$ cat src/rtl/sa_result_serializer.sv
// Buffers systolic-array result vectors in a DEPTH-entry FIFO and drains them byte-wise to a UART; first byte 3 cycles after strobe.
// i_tx_done paces every byte; a strobe into a full FIFO is dropped and latches o_overflow. Optional framing: SA_SER_FRAME_EN.
module sa_result_serializer #(
   parameter int N_LANES   = 16,
   parameter int W_LANE    = 32,
   parameter int W_BYTE    = 8,
   parameter int DEPTH     = 4,
   parameter int MSB_FIRST = 0
) (
   input  logic                        i_clk,
   input  logic                        i_rst,
   input  logic                        i_vec_dv,
   input  logic [N_LANES*W_LANE-1:0]   i_vec,
   output logic                        o_vec_ready,
   output logic                        o_tx_dv,
   output logic [W_BYTE-1:0]           o_tx_byte,
   input  logic                        i_tx_done,
   output logic                        o_busy,
   output logic                        o_overflow
);
   localparam int VW  = N_LANES * W_LANE;
   localparam int BPL = (W_LANE + W_BYTE - 1) / W_BYTE;
   localparam int PW  = BPL * W_BYTE;
   localparam int AW  = $clog2(DEPTH);
   localparam int CW  = AW + 1;
   localparam int LW  = (N_LANES > 1) ? $clog2(N_LANES) : 1;
   localparam int BW  = (BPL > 1) ? $clog2(BPL) : 1;
   localparam logic [CW-1:0] FULL      = CW'(DEPTH);
   localparam logic [LW-1:0] LAST_LANE = LW'(N_LANES - 1);
   localparam logic [BW-1:0] LAST_BYTE = BW'(BPL - 1);

   typedef enum logic [2:0] {
      IDLE, LOAD, SEND, WAIT
`ifdef SA_SER_FRAME_EN
      , HDR, CSUM
`endif
   } state_t;

   state_t            state, state_n, from_st;
   logic [VW-1:0]     mem [DEPTH];
   logic [AW-1:0]     wr_ptr, rd_ptr;
   logic [CW-1:0]     count;
   logic              push, pop;
   logic [VW-1:0]     vec_q;
   logic [LW-1:0]     lane_idx;
   logic [BW-1:0]     byte_idx;
   logic [BW-1:0]     eff_idx;
   logic [W_LANE-1:0] lane_sel;
   logic [PW-1:0]     lane_pad;
   logic [W_BYTE-1:0] byte_sel, tx_hold, tx_byte;
   logic              tx_dv, last_byte;
`ifdef SA_SER_FRAME_EN
   logic [W_BYTE-1:0] csum_q;
`endif

   // A pop in the same cycle never frees room for a write into a full FIFO.
   assign push = i_vec_dv && (count != FULL);
   assign pop  = (state == LOAD);

   always_ff @(posedge i_clk) begin
      if (push)
         mem[wr_ptr] <= i_vec;
   end

   always_ff @(posedge i_clk or posedge i_rst) begin
      if (i_rst) begin
         wr_ptr     <= '0;
         rd_ptr     <= '0;
         count      <= '0;
         o_overflow <= 1'b0;
      end else begin
         if (push)
            wr_ptr <= wr_ptr + 1'b1;
         if (pop)
            rd_ptr <= rd_ptr + 1'b1;
         count <= count + CW'(push) - CW'(pop);
         if (i_vec_dv && (count == FULL))
            o_overflow <= 1'b1;
      end
   end

   always_comb begin
      lane_sel = W_LANE'(vec_q >> (lane_idx * W_LANE));
      lane_pad = PW'(lane_sel);
      eff_idx  = (MSB_FIRST != 0) ? (LAST_BYTE - byte_idx) : byte_idx;
      byte_sel = W_BYTE'(lane_pad >> (eff_idx * W_BYTE));
   end

   assign last_byte = (lane_idx == LAST_LANE) && (byte_idx == LAST_BYTE);

   always_comb begin
      state_n = state;
      case (state)
         IDLE: if (count != '0) state_n = LOAD;
`ifdef SA_SER_FRAME_EN
         LOAD: state_n = HDR;
         HDR:  state_n = WAIT;
         CSUM: state_n = WAIT;
`else
         LOAD: state_n = SEND;
`endif
         SEND: state_n = WAIT;
         WAIT: begin
            if (i_tx_done) begin
`ifdef SA_SER_FRAME_EN
               if (from_st == HDR)
                  state_n = SEND;
               else if (from_st == CSUM)
                  state_n = (count != '0) ? LOAD : IDLE;
               else if (last_byte)
                  state_n = CSUM;
               else
                  state_n = SEND;
`else
               if (last_byte)
                  state_n = (count != '0) ? LOAD : IDLE;
               else
                  state_n = SEND;
`endif
            end
         end
         default: state_n = IDLE;
      endcase
   end

   always_comb begin
      tx_dv   = 1'b0;
      tx_byte = tx_hold;
      case (state)
         SEND: begin
            tx_dv   = 1'b1;
            tx_byte = byte_sel;
         end
`ifdef SA_SER_FRAME_EN
         HDR: begin
            tx_dv   = 1'b1;
            tx_byte = W_BYTE'(8'hA5);
         end
         CSUM: begin
            tx_dv   = 1'b1;
            tx_byte = csum_q;
         end
`endif
         default: ;
      endcase
   end

   always_ff @(posedge i_clk or posedge i_rst) begin
      if (i_rst) begin
         state    <= IDLE;
         from_st  <= IDLE;
         vec_q    <= '0;
         lane_idx <= '0;
         byte_idx <= '0;
         tx_hold  <= '0;
`ifdef SA_SER_FRAME_EN
         csum_q   <= '0;
`endif
      end else begin
         state <= state_n;
         if (state == LOAD) begin
            vec_q    <= mem[rd_ptr];
            lane_idx <= '0;
            byte_idx <= '0;
`ifdef SA_SER_FRAME_EN
            csum_q   <= '0;
`endif
         end
         if (tx_dv) begin
            tx_hold <= tx_byte;
            from_st <= state;
         end
`ifdef SA_SER_FRAME_EN
         if (state == SEND)
            csum_q <= csum_q ^ byte_sel;
`endif
         // Indices only move after a payload byte completes, never after header or checksum.
         if ((state == WAIT) && i_tx_done && (from_st == SEND)) begin
            if (byte_idx == LAST_BYTE) begin
               byte_idx <= '0;
               lane_idx <= (lane_idx == LAST_LANE) ? '0 : lane_idx + 1'b1;
            end else begin
               byte_idx <= byte_idx + 1'b1;
            end
         end
      end
   end

   assign o_tx_dv     = tx_dv;
   assign o_tx_byte   = tx_byte;
   assign o_vec_ready = (count != FULL);
   assign o_busy      = (state != IDLE) || (count != '0);

endmodule

$ cat config.mk
export PLATFORM = sky130hd
export DESIGN_NAME = sa_result_serializer
export DESIGN_NICKNAME = d
export VERILOG_FILES = /design/src/rtl/sa_result_serializer.sv
export SDC_FILE = /design/constraint.sdc
export NUM_CORES = 2
export LEC_CHECK = 0
export CAP_MARGIN = 0
export CORE_ASPECT_RATIO = 0.7
export CORE_MARGIN = 8
export CORE_UTILIZATION = 23
export DETAILED_ROUTE_END_ITERATION = 8
export GPL_TIMING_DRIVEN = 0
export PLACE_DENSITY = 0.49
export SYNTH_ARGS = -nofsm -noshare
export SYNTH_HDL_FRONTEND = slang
export SYNTH_SLANG_ARGS = --single-unit
$ cat constraint.sdc
create_clock -name i_clk -period 48 [get_ports i_clk]
set_input_delay 9.6 -clock i_clk [delete_from_list [all_inputs] [get_ports i_clk]]
set_output_delay 9.6 -clock i_clk [all_outputs]
set_load 0.005 [all_outputs]
==> results.txt <==
----------------------------------------------------
[Status]
  Status ... finished, final reports clean

[Placement]
  DP Wirelength ... 226000 µm
  Number of port buffers ... about 530
  Dpl cells ... 11700
  Final RePlAce weighted congestion ... approximately 0.84

[Power]
  Maximum vdd drop ... approximately 0.034 mV
  Power consumption ... roughly 6 mW
  Leakage component of the power ... between 40 and 50 nW
  PD cells ... around 49 nW/µm²

[Clocking]
  Post-cts sizing count ... 0
  CTS Buffer Depth ... 4
  Total setup buffers inserted after CTS ... 0
  H-tree depth ... 5
  Clock root buffer ... sky130_fd_sc_hd__clkbuf_16
  Quantity of hold-fixing buffers added after cts ... 0
  Clock tree from TritonCTS ... yes
  Worst skew pair latency ... 0.91 ns
  Clock input transition at the sequential cells of the worst setup and hold paths ... 0.06 ns
  Number of buffers created by CTS ... 276
  Clock sink total ... around 2600

[Logic synthesis]
  Yosys warning total ... 0
  Biggest area contributors in the synthesized netlist ... sky130_fd_sc_hd__edfxtp_1 (62%), sky130_fd_sc_hd__dfrtp_1 (14%), sky130_fd_sc_hd__mux4_2 (13%)
  Async set or reset register ratio after synthesis ... roughly a fifth
  Post-synthesis instance area ... 98500 µm²
  Fraction of synthesized cell area taken by the top area cell type ... between 60% and 70%
  Mean post-synth cell area ... between 15 and 20 µm²
  Cell type with the highest aggregate area in the netlist ... sky130_fd_sc_hd__edfxtp_1
  Number of standard cells after synthesis ... 5414
  Count of distinct cell types in the synthesized netlist ... 47
  Post-synthesis sequential element count ... roughly 2600
  Total nets after synthesis ... ~5900
  Share of synthesized area occupied by flip-flops and latches ... approximately three quarters
  Post-synth EDFFs ... 2048
  Synth Flop Type ... sky130_fd_sc_hd__edfxtp_1

[Final layout]
  Proportion of layout cells with a drive suffix above 1 ... 18.5%
  Filler instances ... 42300
  Net count of the finished layout ... approximately 6800
  Final Instance Count excl. Fillers ... roughly 12000
  Area Overhead vs Synth ... 23.4%

[Critical path]
  Gate family responsible for the most delay along the worst path ... buffers and inverters
  Largest stage delay, worst path ... between 1 and 1.5 ns
  Maximum fanout along the worst path ... 10
  Worst path arrival time ... 5.51 ns
  Type of element capturing the critical path ... output port
  Startpoint Class ... register
  Cell chain of the critical path ... buf_4, mux4_2, a2bb2oi_1, nand3_1, and4_1, o211ai_1, clkdlybuf4s50_1
  Number of buffers and inverters on the critical path ... 2
  Req. time, crit path ... about 38 ns
  Classification of the worst setup path ... reg2out
  Cell type of the slowest stage on the worst timing path ... sky130_fd_sc_hd__dfrtp_1

[Job]
  Number of maximum-capacitance constraint violations ... 0

[Drt]
  Post-route ant nets ... 0
  Detailed-route wire length ... ~310000 µm
  Average wire length per cell after detail routing ... 25.5 µm
  Post-detailed-route via-to-cell ratio ... roughly 4.3
  Iteration-0 DRC count of the detailed router ... between 4000 and 5000
  Number of iterations in the first detailed-routing pass ... 5
  Routed vias ... around 52000
  Post-route DRC violation count ... 0

[Worst hold path]
  Class of the worst hold path ... reg2reg

[Timing]
  Setup repair after global routing missed its margin ... false
  Final critical delay including setup and external delays ... 15.11 ns
  Relative slew margins ... between 5 and 6%
  Fin Clk Skew ... between 0.06 and 0.07 ns
  Number of setup violations in the final report ... 0
  Achievable Freq ... 0.0662 GHz
  Slew of the pin with the lowest slew margin ... between 1 and 1.5 ns
  Final critical-path share of the clock period ... between 30% and 40%
  Hold Slack ... about 0.47 ns
  Max-slew violations ... 0
  Setup Total Neg Slack ... 0 ns
  Final Hold Viols ... 0

[Floorplan]
  Initial Utilization ... 23.1%
  Die area ... between 400000 and 500000 µm²
  I/O pin count ... 528
  Horizontal die dimension ... approximately 800 µm
  Die height ... approximately 560 µm
  Num rows ... roughly 200
  Standard cell core area ... roughly 430000 µm²

[Global routing]
  Initial antenna violation count ... 164
  Overflow left after global routing ... 0
  Global-route wire length before repair ... about 430000 µm
  Maximum number of pins on one net before global-route repair ... roughly 110
  Total Routing Usage GR ... between 10% and 20%
  Vias in the first global route ... 54900

----------------------------------------------------
-- cells by family after synthesis --
logic type               after synthesis  share of synthesized area (%)
AND/OR/NAND/NOR                     1651                           6.49
AO/OA/AOI/OAI                        126                          0.950
flip-flops                          2586                           76.1
adder cells (fa/ha/maj)                9                          0.122
buffers and inverters                300                           1.53
XOR/XNOR                               5                         0.0445
multiplexers                         737                           14.8
-- synthesized netlist by cell type, types with 11 or more instances --
| master | n |
|---|---|
| sky130_fd_sc_hd__nand3_1 | 28 |
| sky130_fd_sc_hd__edfxtp_1 | 2048 |
| sky130_fd_sc_hd__o22ai_1 | 16 |
| sky130_fd_sc_hd__nand2_1 | 1568 |
| sky130_fd_sc_hd__mux4_2 | 562 |
| sky130_fd_sc_hd__o31ai_1 | 11 |
| sky130_fd_sc_hd__a22oi_1 | 48 |
| sky130_fd_sc_hd__buf_2 | 89 |
| sky130_fd_sc_hd__o211ai_1 | 16 |
| sky130_fd_sc_hd__clkbuf_1 | 126 |
| sky130_fd_sc_hd__nor2b_1 | 11 |
| sky130_fd_sc_hd__buf_1 | 47 |
| sky130_fd_sc_hd__mux2i_1 | 136 |
| sky130_fd_sc_hd__dfrtp_1 | 538 |
| sky130_fd_sc_hd__mux2_2 | 33 |
-- layer usage --
layer / track usage [%] / vias up / part of all wire (%)
li1: - / 22400 / -
met1: 18.1 / 27500 / 44
met2: 22.1 / 1528 / 47
met3: 3.55 / 552 / 7.0
met4: 2.86 / 52 / 2.3
met5: 0 / - / 0.10
-- state kept, by name (all words and copies together) (netlist names) --
signal,flops
mem,2048
count,3
state,2
tx_hold,8
wr_ptr,2
o_overflow,1
byte_idx,2
vec_q,512
rd_ptr,2
lane_idx,4
from_st,2
-- layout make-up --
class | instances | area [µm²] | area share [%]
timing repair buffer | 585 | 6730 | 5.54
tap | 5684 | 7110 | 5.85
multi-input combinational | 2528 | 22100 | 18.2
antenna | 33 | 82.6 | 0.0679
buffer | 289 | 1470 | 1.21
clock buffer | 373 | 7670 | 6.31
sequential | 2586 | 75000 | 61.6
inverter | 11 | 48.8 | 0.0401
clock inverter | 134 | 1440 | 1.19
-- stage by stage --
step           utilization (%)  setup slack [ns]  instance area [µm²]
2_1_floorplan                -             23.36                98500
3_3_place_gp              26.0             12.88               111000
3_5_place_dp              26.3             33.61               112000
4_1_cts                   28.4             32.53               121000
5_1_grt                   28.4             32.66               122000
6_report                  28.5             32.89               122000
-- power by group --
group	switching (mW)	total, mW	internal, mW
clock network	0.923	2.15	1.23
logic	0.567	0.862	0.295
registers	0.0691	2.88	2.81
-- path summary, 6_finish.rpt --
kind | slack (ns) | cells past startpoint | endpoint | from
max | 32.89 | 7 | o_tx_byte[6] | byte_idx[0]
min reg2reg | 0.47 | 2 | vec_q[477] | vec_q[477]
min | 0.47 | 2 | vec_q[477] | vec_q[477]
min in group asynchronous | 9.24 | 2 | vec_q[403] | i_rst
max reg2reg | 44.01 | 6 | tx_hold[1] | byte_idx[0]
max in group asynchronous | 37.06 | 4 | vec_q[463] | i_rst
-- layout by cell type, fill, tap and decap left out, types with 17 or more instances in the layout --
master and count:
sky130_fd_sc_hd__buf_2 89, sky130_fd_sc_hd__dfrtp_1 538, sky130_fd_sc_hd__clkbuf_1 187, sky130_fd_sc_hd__diode_2 33, sky130_fd_sc_hd__buf_16 46, sky130_fd_sc_hd__edfxtp_1 2048
sky130_fd_sc_hd__clkinv_1 38, sky130_fd_sc_hd__mux4_2 562, sky130_fd_sc_hd__clkdlybuf4s50_1 527, sky130_fd_sc_hd__clkbuf_16 284, sky130_fd_sc_hd__bufinv_16 17, sky130_fd_sc_hd__clkbuf_8 23
sky130_fd_sc_hd__mux2i_1 136, sky130_fd_sc_hd__clkinv_2 37, sky130_fd_sc_hd__nand2_1 1568, sky130_fd_sc_hd__buf_1 47, sky130_fd_sc_hd__nand3_1 28, sky130_fd_sc_hd__mux2_2 33
sky130_fd_sc_hd__a22oi_1 48
-- worst reg2reg max path, cell delays in order, from the launching register on --
cell	delay [ns]
sky130_fd_sc_hd__dfrtp_1	1.04
sky130_fd_sc_hd__buf_2	0.79
sky130_fd_sc_hd__mux4_2	0.45
sky130_fd_sc_hd__mux2i_1	0.77
sky130_fd_sc_hd__nor2b_1	0.16
sky130_fd_sc_hd__o211ai_2	0.47
sky130_fd_sc_hd__o211ai_1	0.16
No activity file was read; power rests on OpenSTA's default activity.
==> RTL edit (same settings) <==
The option `SA_SER_FRAME_EN` is turned on by a define.
--- a/src/rtl/sa_result_serializer.sv
+++ b/src/rtl/sa_result_serializer.sv
@@ -1,5 +1,7 @@
 // Buffers systolic-array result vectors in a DEPTH-entry FIFO and drains them byte-wise to a UART; first byte 3 cycles after strobe.
 // i_tx_done paces every byte; a strobe into a full FIFO is dropped and latches o_overflow. Optional framing: SA_SER_FRAME_EN.
+`define SA_SER_FRAME_EN
+
 module sa_result_serializer #(
    parameter int N_LANES   = 16,
    parameter int W_LANE    = 32,
Check against the original RTL: not settled (the Yosys comparison gave no result); the edit may change what the design does.
==> RTL edit against the unedited design <==
- power increased by 4.8%
- cell area grew 0.28%
- combinational power increased by 22%
- cell count decreased by 0.34%
- synthesized area is essentially flat
- wire length is 6.8% higher
- worst setup slack worse by 0.47 ns
- hold slack got worse by 0.0010 ns
- sequential cell count up 10
- highest routed layer unchanged
==> RTL edit: results (changes against the unedited design) <==
global_routing:
  grt_max_degree: 121  # +11%
  grt_pass1_wl_um: 453100  # +4.8%
  grt_antenna_before_repair: 244  # +49%
  grt_use_met3: 0.04793  # +0.01239
  use_met1: 0.1829  # +0.001596
  grtUsageMet2: 0.2404  # +0.01973
  grtUsageTotal: 0.1444  # +0.009080
placed_design:
  place.gp.congestion: 0.9677  # +15%
  hpwl_um: 246300  # +9.0%
  placed_cell_area_um2: 112500  # about the same
critical_path:
  critPathTopFamily: "compound AO/OA/AOI/OAI gates"
  max_stage_delay_ns: 0.96  # -0.08 ns
  cp_slowest_cell: "a22oi_1"
  critPathArrivalTime_ns: 5.97  # +0.46 ns
synth:
  synthTopCellsByArea: "edfxtp_1 62%, mux4_2 14%, dfrtp_1 14%"
  synth_cell_type_count: 43  # -8.5%
  yosysSeqAreaShare: 0.7631  # +0.002172
  syn_area_per_cell_um2: 18.39  # +1.1%
floorplanning:
  rows: 201  # unchanged
clock_tree:
  cts.htree.levels: 5  # unchanged
  cts_root_buf: "clkbuf_16"
  numCtsBuffers: 279  # +1.1%
  clock_latency_ns: 0.95  # +0.04 ns
detailed_routing:
  dr.first_iter.drc_count: 4566  # +3.4%
  drt-total-wl_um: 333400  # +6.8%
  firstDrtPassIters: 6  # +1
  wl_per_cell_um: 27.37  # +7.2%
power:
  internal_power_mw: 4.482  # +3.3%
  leakage_nw: 42.09  # -1.5%
  vdd_drop_max_mv: 0.03188  # -5.0%
outcome:
  status: "completed"
cells_and_area:
  reg.largest.list: "mem x2048, vec_q x512"
  layout-drive-gt1-share: 0.1900  # +0.004929
  nNetsFinal: 6749  # -0.78%
timing:
  tightest_slew_ns: 1.405  # -0.01794 ns
  finClkSkew_ns: 0.07718  # +0.01489 ns
min_path:
  min_path_type: "flop to flop"
==> RTL edit: changes by cell type in the layout (fill, tap and decap cells not counted), sizes merged, moves of 15 or more <==
cell and delta:
clkbuf +61, nand3 -23, o22ai -16, nor3 +15, mux2 -32, mux4 +56, a21oi +26, mux2i -79
o211ai -23, nor2 +20, buf -55
==> RTL edit: cells by family after synthesis <==
logic type                 Yosys count  synth area share
DFF                               2596            0.7631
and+or+nand+nor                   1650           0.06406
muxes                              682            0.1485
buffers and inverters              291           0.01282
AOI/OAI and AO/OA                  127          0.009813
adders and majority gates            9          0.001219
xor gates and xnor gates             5         0.0004443
==> RTL edit: area by class of cell <==
type	count	area (um^2)
diodes	45	112.6
repair buffers	583	6779
well taps	5684	7112
clock inverters	121	1444
flip-flops and latches	2596	75210
fillers	42440	305600
clock buffers	389	7896
plain buffers	281	1237
inverters	10	45.04
multi-input cells	2473	22100
==> RTL edit: layer usage <==
metal  up-vias  share of wire
li1      22310              -
met1     27750           0.41
met2      1816           0.48
met3       698          0.083
met4        98          0.024
met5         -         0.0031
==> RTL edit: worst paths after layout <==
kind	slack, ns	from	cells past startpoint	endpoint
worst max-delay path	32.43	lane_idx[0]	8	o_tx_byte[0]
max in group asynchronous	36.67	i_rst	5	vec_q[453]
worst min register to register	0.47	csum_q[2]	1	csum_q[2]
min in group asynchronous	9.29	i_rst	2	vec_q[23]
worst max register to register	43.62	lane_idx[0]	7	csum_q[0]
worst min-delay path	0.47	csum_q[2]	1	csum_q[2]
==> RTL edit: metrics by stage <==
step | worst slack (ns) | hold slack [ns]
final | 32.43 | 0.4688
after global routing | 32.23 | 0.4755
after CTS | 32.42 | 0.4691
after detailed placement | 33.46 | 0.4606
after global placement | 12.74 | 0.4570
after floorplan | 23.08 | 0.4397
==> RTL edit: power groups by stage <==
stage	Combinational (mW)	Clock (mW)	Sequential (mW)
after floorplan	0.485	0	3.17
after global placement	0.985	0	3.43
after detailed placement	1.07	0	2.98
after CTS	1.07	2.27	2.93
after global routing	1.10	2.35	2.95
final	1.05	2.21	2.93
